[src/rtl/btb_assoc.sv]
// Set-associative branch target buffer: zero-latency lookup, registered update, round-robin victims.
// Optional same-cycle update-to-lookup forwarding is enabled by defining BTB_FWD_EN.
module btb_assoc #(
    parameter int unsigned PC_W     = 32,
    parameter int unsigned SETS     = 8,
    parameter int unsigned WAYS     = 2,
    parameter logic [1:0]  CNT_INIT = 2'b10
) (
    input  logic            clk_i,
    input  logic            rst,
    input  logic            lk_valid,
    input  logic [PC_W-1:0] lk_pc,
    output logic            lk_hit,
    output logic            lk_taken,
    output logic [PC_W-1:0] lk_target,
    input  logic            upd_valid,
    input  logic [PC_W-1:0] upd_pc,
    input  logic            upd_taken,
    input  logic [PC_W-1:0] upd_target,
    input  logic            flush
);
    localparam int unsigned IDX_W = $clog2(SETS);
    localparam int unsigned RR_W  = (WAYS > 1) ? $clog2(WAYS) : 1;

    logic [WAYS-1:0] valid_q  [SETS];
    logic [PC_W-1:0] tag_q    [SETS][WAYS];
    logic [PC_W-1:0] target_q [SETS][WAYS];
    logic [1:0]      cnt_q    [SETS][WAYS];
    logic [RR_W-1:0] rr_q     [SETS];

    logic [IDX_W-1:0] lk_idx;
    logic [IDX_W-1:0] upd_idx;
    assign lk_idx  = lk_pc[IDX_W+1:2];
    assign upd_idx = upd_pc[IDX_W+1:2];

    logic            rd_hit;
    logic [PC_W-1:0] rd_target;
    logic [1:0]      rd_cnt;

    // Lowest-numbered matching way wins.
    always_comb begin
        rd_hit    = 1'b0;
        rd_target = '0;
        rd_cnt    = '0;
        for (int w = 0; w < WAYS; w++) begin
            if (!rd_hit && valid_q[lk_idx][w] && tag_q[lk_idx][w] == lk_pc) begin
                rd_hit    = 1'b1;
                rd_target = target_q[lk_idx][w];
                rd_cnt    = cnt_q[lk_idx][w];
            end
        end
    end

    logic            u_hit;
    logic [RR_W-1:0] u_way;
    logic            inv_found;
    logic [RR_W-1:0] inv_way;
    logic [RR_W-1:0] alloc_way;
    logic [RR_W-1:0] rr_next;
    logic [1:0]      u_cnt;
    logic [1:0]      new_cnt;

    always_comb begin
        u_hit     = 1'b0;
        u_way     = '0;
        inv_found = 1'b0;
        inv_way   = '0;
        for (int w = 0; w < WAYS; w++) begin
            if (!u_hit && valid_q[upd_idx][w] && tag_q[upd_idx][w] == upd_pc) begin
                u_hit = 1'b1;
                u_way = RR_W'(w);
            end
            if (!inv_found && !valid_q[upd_idx][w]) begin
                inv_found = 1'b1;
                inv_way   = RR_W'(w);
            end
        end
        alloc_way = inv_found ? inv_way : rr_q[upd_idx];
        rr_next   = (WAYS == 1) ? '0 : rr_q[upd_idx] + 1'b1;
        u_cnt     = cnt_q[upd_idx][u_way];
        if (upd_taken) begin
            new_cnt = (u_cnt == 2'b11) ? 2'b11 : u_cnt + 2'b01;
        end else begin
            new_cnt = (u_cnt == 2'b00) ? 2'b00 : u_cnt - 2'b01;
        end
    end

    // Only valid and rr are cleared; tag/target/cnt contents are don't-care until reallocated.
    always_ff @(posedge clk_i) begin
        if (rst || flush) begin
            for (int s = 0; s < SETS; s++) begin
                valid_q[s] <= '0;
                rr_q[s]    <= '0;
            end
        end else if (upd_valid) begin
            if (u_hit) begin
                cnt_q[upd_idx][u_way] <= new_cnt;
                if (upd_taken) begin
                    target_q[upd_idx][u_way] <= upd_target;
                end
            end else if (upd_taken) begin
                valid_q[upd_idx][alloc_way]  <= 1'b1;
                tag_q[upd_idx][alloc_way]    <= upd_pc;
                target_q[upd_idx][alloc_way] <= upd_target;
                cnt_q[upd_idx][alloc_way]    <= CNT_INIT;
                if (!inv_found) begin
                    rr_q[upd_idx] <= rr_next;
                end
            end
        end
    end

    logic            sel_hit;
    logic [PC_W-1:0] sel_target;
    logic [1:0]      sel_cnt;

    always_comb begin
        sel_hit    = rd_hit;
        sel_target = rd_target;
        sel_cnt    = rd_cnt;
`ifdef BTB_FWD_EN
        if (lk_valid && upd_valid && !flush && lk_pc == upd_pc) begin
            sel_hit    = u_hit || upd_taken;
            sel_target = upd_taken ? upd_target : rd_target;
            sel_cnt    = u_hit ? new_cnt : CNT_INIT;
        end
`endif
    end

    assign lk_hit    = lk_valid & sel_hit;
    assign lk_target = lk_hit ? sel_target : '0;
    assign lk_taken  = lk_hit & sel_cnt[1];

endmodule

[config.mk]
export PLATFORM = sky130hd
export DESIGN_NAME = btb_assoc
export DESIGN_NICKNAME = d
export VERILOG_FILES = /design/src/rtl/btb_assoc.sv
export SDC_FILE = /design/constraint.sdc
export NUM_CORES = 1
export LEC_CHECK = 0
export CAP_MARGIN = 10
export CORE_UTILIZATION = 59
export DETAILED_ROUTE_END_ITERATION = 16
export HOLD_SLACK_MARGIN = 0.05
export MAX_ROUTING_LAYER = met4
export PLACE_DENSITY_LB_ADDON = 0.2
export SKIP_LAST_GASP = 1
export SYNTH_ARGS = -nofsm -noshare
export SYNTH_HDL_FRONTEND = slang
export SYNTH_SLANG_ARGS = --single-unit
[constraint.sdc]
create_clock -name clk_i -period 17.3 [get_ports clk_i]
set_input_delay 4.325 -clock clk_i [delete_from_list [all_inputs] [get_ports clk_i]]
set_output_delay 4.325 -clock clk_i [all_outputs]
set_load 0.01 [all_outputs]
==> flow_metrics.env <==
export IMPL_powerDensity_nw_per_um2=103.8
export IMPL_cts_buffers=109
export IMPL_worst_setup_path_start_kind="primary input"
export IMPL_min_to="valid_q[4][1]"
export IMPL_clock_skew_ns=0.02888
export IMPL_synth_edf_count=1064
export IMPL_path_cells="buf_8, buf_4, mux4_1, mux2i_1, xor2_1, nand2_1, nor4_1, nand4_4, o32ai_1, clkdlybuf4s50_1"
export IMPL_ir_drop_mv=0.09157
export IMPL_synth_seq_cells=1080
export IMPL_ys_types=74
export IMPL_viasPerCell=6.850
export IMPL_hold_violations=0
export IMPL_routed_wl_um=119200
export IMPL_clock_latency_ns=0.68
export IMPL_end_kind="output port"
export IMPL_clock_power_share_pct=41.7
export IMPL_grt_usage_pct=30.43
export IMPL_p_seq_share_pct=51.9
export IMPL_drv_slew=0
export IMPL_cts_max_level=3
export IMPL_seqCellArea_um2=32270
export IMPL_cts_setup_buffers=0
export IMPL_synth_nets=2665
export IMPL_tns_ns=0
export IMPL_sw_frac_of_total_pct=21.74
export IMPL_yosysWarnings=0
export IMPL_ctsHoldBuffers=0
export IMPL_post_cts_resized=0
export IMPL_r2r_start="tag_q[5][63]"
export IMPL_clk_path_buf_depth=3
export IMPL_cts_root_buf="clkbuf_16"
export IMPL_hold_path_startpoint="valid_q[4][1]"
export IMPL_max_stage_delay_ns=0.85
export IMPL_syn_inst=2563
export IMPL_die_y_um=286.4
export IMPL_fin_nets=2800
export IMPL_r2r_slack_ns=12.74
export IMPL_gr_usage_met2_pct=48.91
export IMPL_crit_required_ns=12.98
export IMPL_grt_pass1_wl_um=176400
export IMPL_globalplace_congestion=0.8902
export IMPL_clkSlewWorstSetupHoldPaths_ns=0.06
export IMPL_intPower_mw=4.359
export IMPL_worstPathArrival_ns=10.17
export IMPL_grt_busiest_layer="met2"
export IMPL_grt_pass1_vias=26834
export IMPL_grt_overflow_total=0
export IMPL_fin_crit_sh_pct=83.76
export IMPL_fp_coreArea_um2=79520
export IMPL_drive_gt1_share_pct=22.30
export IMPL_tritoncts="built"
export IMPL_initial_core_util_pct=60.04
export IMPL_grt_setup_unrepaired="no"
export IMPL_maxCapViolations=0
export IMPL_antenna_found_initial=7
export IMPL_port_buffers=135
export IMPL_slew_headroom_pct=27.82
export IMPL_min_period_ns=14.49
export IMPL_ys_seq_area_share_pct=67.60
export IMPL_vias=26351
export IMPL_crit_fanout=62
export IMPL_async_flop_share_pct=0
export IMPL_hold_depth=1
export IMPL_reg2regPathDepth=10
export IMPL_rows=103
export IMPL_power_switching_mw=1.211
export IMPL_fp_dieW_um=286.4
export IMPL_drt_pass1_iterations=5
export IMPL_syn_area_um2=47740
export IMPL_setup_ws_ns=2.809
export IMPL_p_leak_nw=17.52
export IMPL_drt_iter0_markers=3116
export IMPL_multi_input_area_um2=14660
export IMPL_r2r_end="tag_q[1][59]"
export IMPL_met1_usage_pct=40.08
export IMPL_met3_usage_pct=4.428
export IMPL_hp_class="flop to flop"
export IMPL_cts_num_sinks=1080
export IMPL_finalPower_mw=5.569
export IMPL_synthToLayoutAreaGrowth_pct=12.42
export IMPL_design_portCount=136
export IMPL_routedWlPerCell_um=30.98
export IMPL_worst_pin_slew_ns=1.082
export IMPL_hold_ws_ns=0.4720
export IMPL_status="finished, final reports clean"
export IMPL_finalSetupViolations=0
export IMPL_dieArea_um2=82050
export IMPL_grt_start_max_net_pins=165
export IMPL_dp_hpwl_um=67110
export IMPL_cp_slowest_cell="buf_4"
export IMPL_ant_nets=0
export IMPL_max_freq_mhz=69.01
export IMPL_place_ws_ns=2.742
export IMPL_crit_type="primary input to output port"
export IMPL_drc_errors=0
export IMPL_syn_area_per_cell_um2=18.63
export IMPL_synth_flop_cell="edfxtp_1"
export IMPL_fillerInstances=5106
export IMPL_comb_power_share_pct=6.5
==> cells in the mapped netlist (all sizes together), types with 4 or more instances <==
master	count	share of area, %
a221oi	4	0.10
a22oi	94	1.5
dfxtp	16	0.67
nand3	14	0.16
xor2	45	0.83
a211oi	9	0.14
nand2	86	0.68
edfxtp	1064	67
nor3	14	0.15
a21oi	59	0.62
or4b	5	0.10
buf	132	1.9
and3	42	0.55
or2	5	0.066
o22a	9	0.17
a21o	13	0.20
nor2	39	0.31
inv	7	0.055
mux4	260	12
nor4	33	0.58
nand2b	10	0.13
o21ai	20	0.21
o32ai	34	1.1
o221ai	4	0.073
and4	5	0.092
xnor2	25	0.46
or4	5	0.079
nor2b	7	0.092
mux2	65	1.5
clkbuf	30	0.24
mux2i	299	6.3
o211ai	7	0.11
o22ai	28	0.37
nand4	18	0.25
or3	8	0.10
and2	4	0.052
==> power groups by stage <==
stage / Clock, mW / Sequential, mW / Combinational (mW)
after floorplan: 0 / 2.94 / 0.227
after global placement: 0 / 2.94 / 0.351
after detailed placement: 0 / 2.94 / 0.358
after CTS: 2.35 / 2.89 / 0.360
after global routing: 2.44 / 2.89 / 0.381
final: 2.32 / 2.89 / 0.360
==> through the flow <==
stage	instance area [µm²]	instances	util, %
final	53670	3847	67.49
after detailed placement	50080	3637	62.99
after global placement	50080	3637	62.99
after CTS	53650	3839	67.47
after floorplan	47740	2563	-
after global routing	53660	3846	67.49
==> state kept, by name, summed over array words and instances, names as in the netlist <==
| name | flops |
|---|---|
| valid_q | 16 |
| target_q | 512 |
| rr_q | 8 |
| cnt_q | 32 |
| tag_q | 512 |
==> worst max path at each step <==
stage	from	endpoint	slack [ns]	cells after the start
after CTS	lk_pc[2]	lk_target[1]	2.72	10
after floorplan	lk_pc[4]	lk_target[10]	5.95	11
after global placement	lk_pc[2]	lk_taken	3.01	10
final	lk_pc[2]	lk_target[31]	2.81	10
after detailed placement	lk_pc[2]	lk_target[1]	2.74	10
after global routing	lk_pc[2]	lk_target[1]	2.54	10
==> placed cells by master (no fill, tap or decap), types with 42 or more instances in the layout <==
| master | Yosys | final |
|---|---|---|
| nand2_1 | 86 | 86 |
| mux2i_1 | 299 | 299 |
| xor2_1 | 45 | 45 |
| mux2_2 | 65 | 65 |
| edfxtp_1 | 1064 | 1064 |
| clkbuf_16 | 0 | 109 |
| clkdlybuf4s50_1 | 0 | 128 |
| buf_4 | 39 | 54 |
| mux4_2 | 250 | 250 |
| a22oi_1 | 94 | 94 |
| and3_1 | 42 | 42 |
| a21oi_1 | 59 | 58 |
==> cell families (layout without fill, tap and decap cells) <==
group / after synthesis / in the layout / synth area share [%]
AO/OA/AOI/OAI: 301 / 301 / 4.917
XOR/XNOR: 70 / 70 / 1.284
adder cells (fa/ha/maj): 3 / 3 / 0.06291
buffers and inverters: 174 / 400 / 2.301
flip-flops: 1080 / 1080 / 67.60
multiplexers: 624 / 624 / 20.15
other: 0 / 8 / 0
AND/OR/NAND/NOR: 311 / 311 / 3.685
==> critical path, delay by kind of cell <==
family / cells / cell delay, ns
buffers and inverters: 3 / 1.99
AND/OR/NAND/NOR: 3 / 1.79
multiplexers: 2 / 0.88
AO/OA/AOI/OAI: 1 / 0.68
XOR/XNOR: 1 / 0.31
==> area by class of cell <==
class / instances / share of cell area [%]
Multi-Input combinational cell: 1309 / 27.31
Sequential cell: 1080 / 60.13
Timing Repair Buffer: 191 / 3.383
Antenna cell: 8 / 0.03730
Inverter: 7 / 0.04896
Clock buffer: 132 / 5.299
Clock inverter: 70 / 1.338
Tap cell: 1050 / 2.448
==> layer usage <==
| metal | up-vias | share of wire, % |
|---|---|---|
| li1 | 10996 | - |
| met1 | 13755 | 39 |
| met2 | 1342 | 50 |
| met3 | 258 | 7.8 |
| met4 | 0 | 3.4 |
| met5 | - | 0 |
Power figures use the tool's default switching activity.
==> variant (same flow settings) <==
The parameter `WAYS` goes from 2 to 1.
--- a/src/rtl/btb_assoc.sv
+++ b/src/rtl/btb_assoc.sv
@@ -3,7 +3,7 @@
 module btb_assoc #(
     parameter int unsigned PC_W     = 32,
     parameter int unsigned SETS     = 8,
-    parameter int unsigned WAYS     = 2,
+    parameter int unsigned WAYS     = 1,
     parameter logic [1:0]  CNT_INIT = 2'b10
 ) (
     input  logic            clk_i,
Behaviour: not the same (Yosys sat finds a counterexample within 4 cycles, from zero or initial values).
==> variant against the original RTL <==
- sequential power down 50%
- clock skew up 0.0015 ns
- area after synthesis decreased by 51%
- worst setup slack gained 1.6 ns
- via count down 53%
- global-route usage shrank 3.1 points
- wire length is 56% lower
- design area decreased by 50%
- sequential cell count is 544 lower
- power shrank 51%
- critical path depth is 1 higher
- largest power group unchanged
- highest routed layer unchanged
==> variant: results (changes against the original RTL) <==
[setup_path]
max_stage_delay_ns = 0.91  ; was 0.85 ns
r2r-start = tag_q[4][6]  ; was tag_q[5][63]
crit_fanout = 73  ; was 62
timing.rr.end = tag_q[7][10]  ; was tag_q[1][59]

[routing]
first_pass_iters = 6  ; was 5
viasPerCell = 6.429  ; was 6.850
drt-total-wl_microns = 52420  ; was 119200 microns
met3_length_microns = 3868  ; was 9283 microns
vias = 12490  ; was 26350

[synth]
yosysSeqAreaShare_pct = 68.61  ; was 67.60%
synth_edf_count = 528  ; was 1064
syn-num-nets = 1340  ; was 2665
syn_area_per_cell_sq_um = 18.85  ; was 18.63 sq um
synthTopCellsByCount = edfxtp_1, mux4_2, mux2i_1, nor2_1, nand2_1  ; was edfxtp_1, mux2i_1, mux4_2, a22oi_1, nand2_1
netlist_top_cells_area = edfxtp_1, mux4_2, mux2i_1, xor2_1, nor2_1  ; was edfxtp_1, mux4_2, mux2i_1, mux2_2, a22oi_1
synthDistinctLibCells = 61  ; was 74

[layout]
antenna_cells = 0  ; was 8
layout-drive-gt1-share_pct = 19.80  ; was 22.30%
syn2layout_area_growth_pct = 15.07  ; was 12.42%
reg.largest.list = tag_q: 256 flops, target_q: 256 flops, cnt_q: 16 flops  ; was tag_q: 512 flops, target_q: 512 flops, cnt_q: 32 flops
n_all_buffers = 162  ; was 191
clk_share_pct = 6.042  ; was 6.638%
nMultiInputCombCells = 617  ; was 1309
sh_seq_area_pct = 59.63  ; was 60.13%
multi_input_area_sq_mm = 0.006974  ; was 0.01466 sq mm
fin_util_pct = 69.18  ; was 67.49%
nClkBuffers = 66  ; was 132

[timing]
whs_ns = 0.4768  ; was 0.4720 ns
fin_skew_ns = 0.03036  ; was 0.02888 ns
fin_crit_ns = 12.94  ; was 14.49 ns

[placed_design]
place_inst = 1847  ; was 3637
post-place-ws_ns = 4.312  ; was 2.742 ns
placed_cell_area_sq_mm = 0.02524  ; was 0.05008 sq mm
dpl.hpwl_microns = 29990  ; was 67110 microns

[power_and_ir_drop]
power_leakage_nw = 8.856  ; was 17.52 nW

[hold_path]
hold_path.startpoint = valid_q[7]  ; was valid_q[4][1]
min_delay_path_depth = 2  ; was 1

[cts]
cts_made_buffers = 52  ; was 109
htree_levels = 2  ; was 3

[global_routing]
grt.met2_usage_pct = 41.23  ; was 48.91%
grt_max_degree = 86  ; was 165
grt_pass1_wl_microns = 79130  ; was 176400 microns
grt_usage_pct = 27.36  ; was 30.43%
grtUsageMet1_pct = 40.07  ; was 40.08%
grt_pass1_vias = 12900  ; was 26830

[status]
status = complete, no violations  ; unchanged

variant: cells by family (layout without fill, tap and decap cells):
kind of cell / count (synthesis) / count (layout) / share of synthesized area [%]
AOI/OAI and AO/OA: 92 / 92 / 2.841
muxes: 302 / 302 / 20.94
adders and majority gates: 2 / 2 / 0.08577
buffers and inverters: 85 / 271 / 1.780
DFF: 536 / 536 / 68.61
and+or+nand+nor: 165 / 165 / 3.645
xor gates and xnor gates: 56 / 56 / 2.101
variant: power groups by stage:
stage	combinational, mW	clock [mW]	sequential [mW]
after floorplan	0.116	0	1.47
after global placement	0.189	0	1.47
after detailed placement	0.191	0	1.47
after CTS	0.192	1.10	1.44
after global routing	0.204	1.15	1.44
final	0.192	1.08	1.44
variant: worst min-delay path, delay by kind of cell (launching register included):
kind	cells	cell delay (ns)
simple gates	1	0.05
compound gates	1	0.05
flops	1	0.32
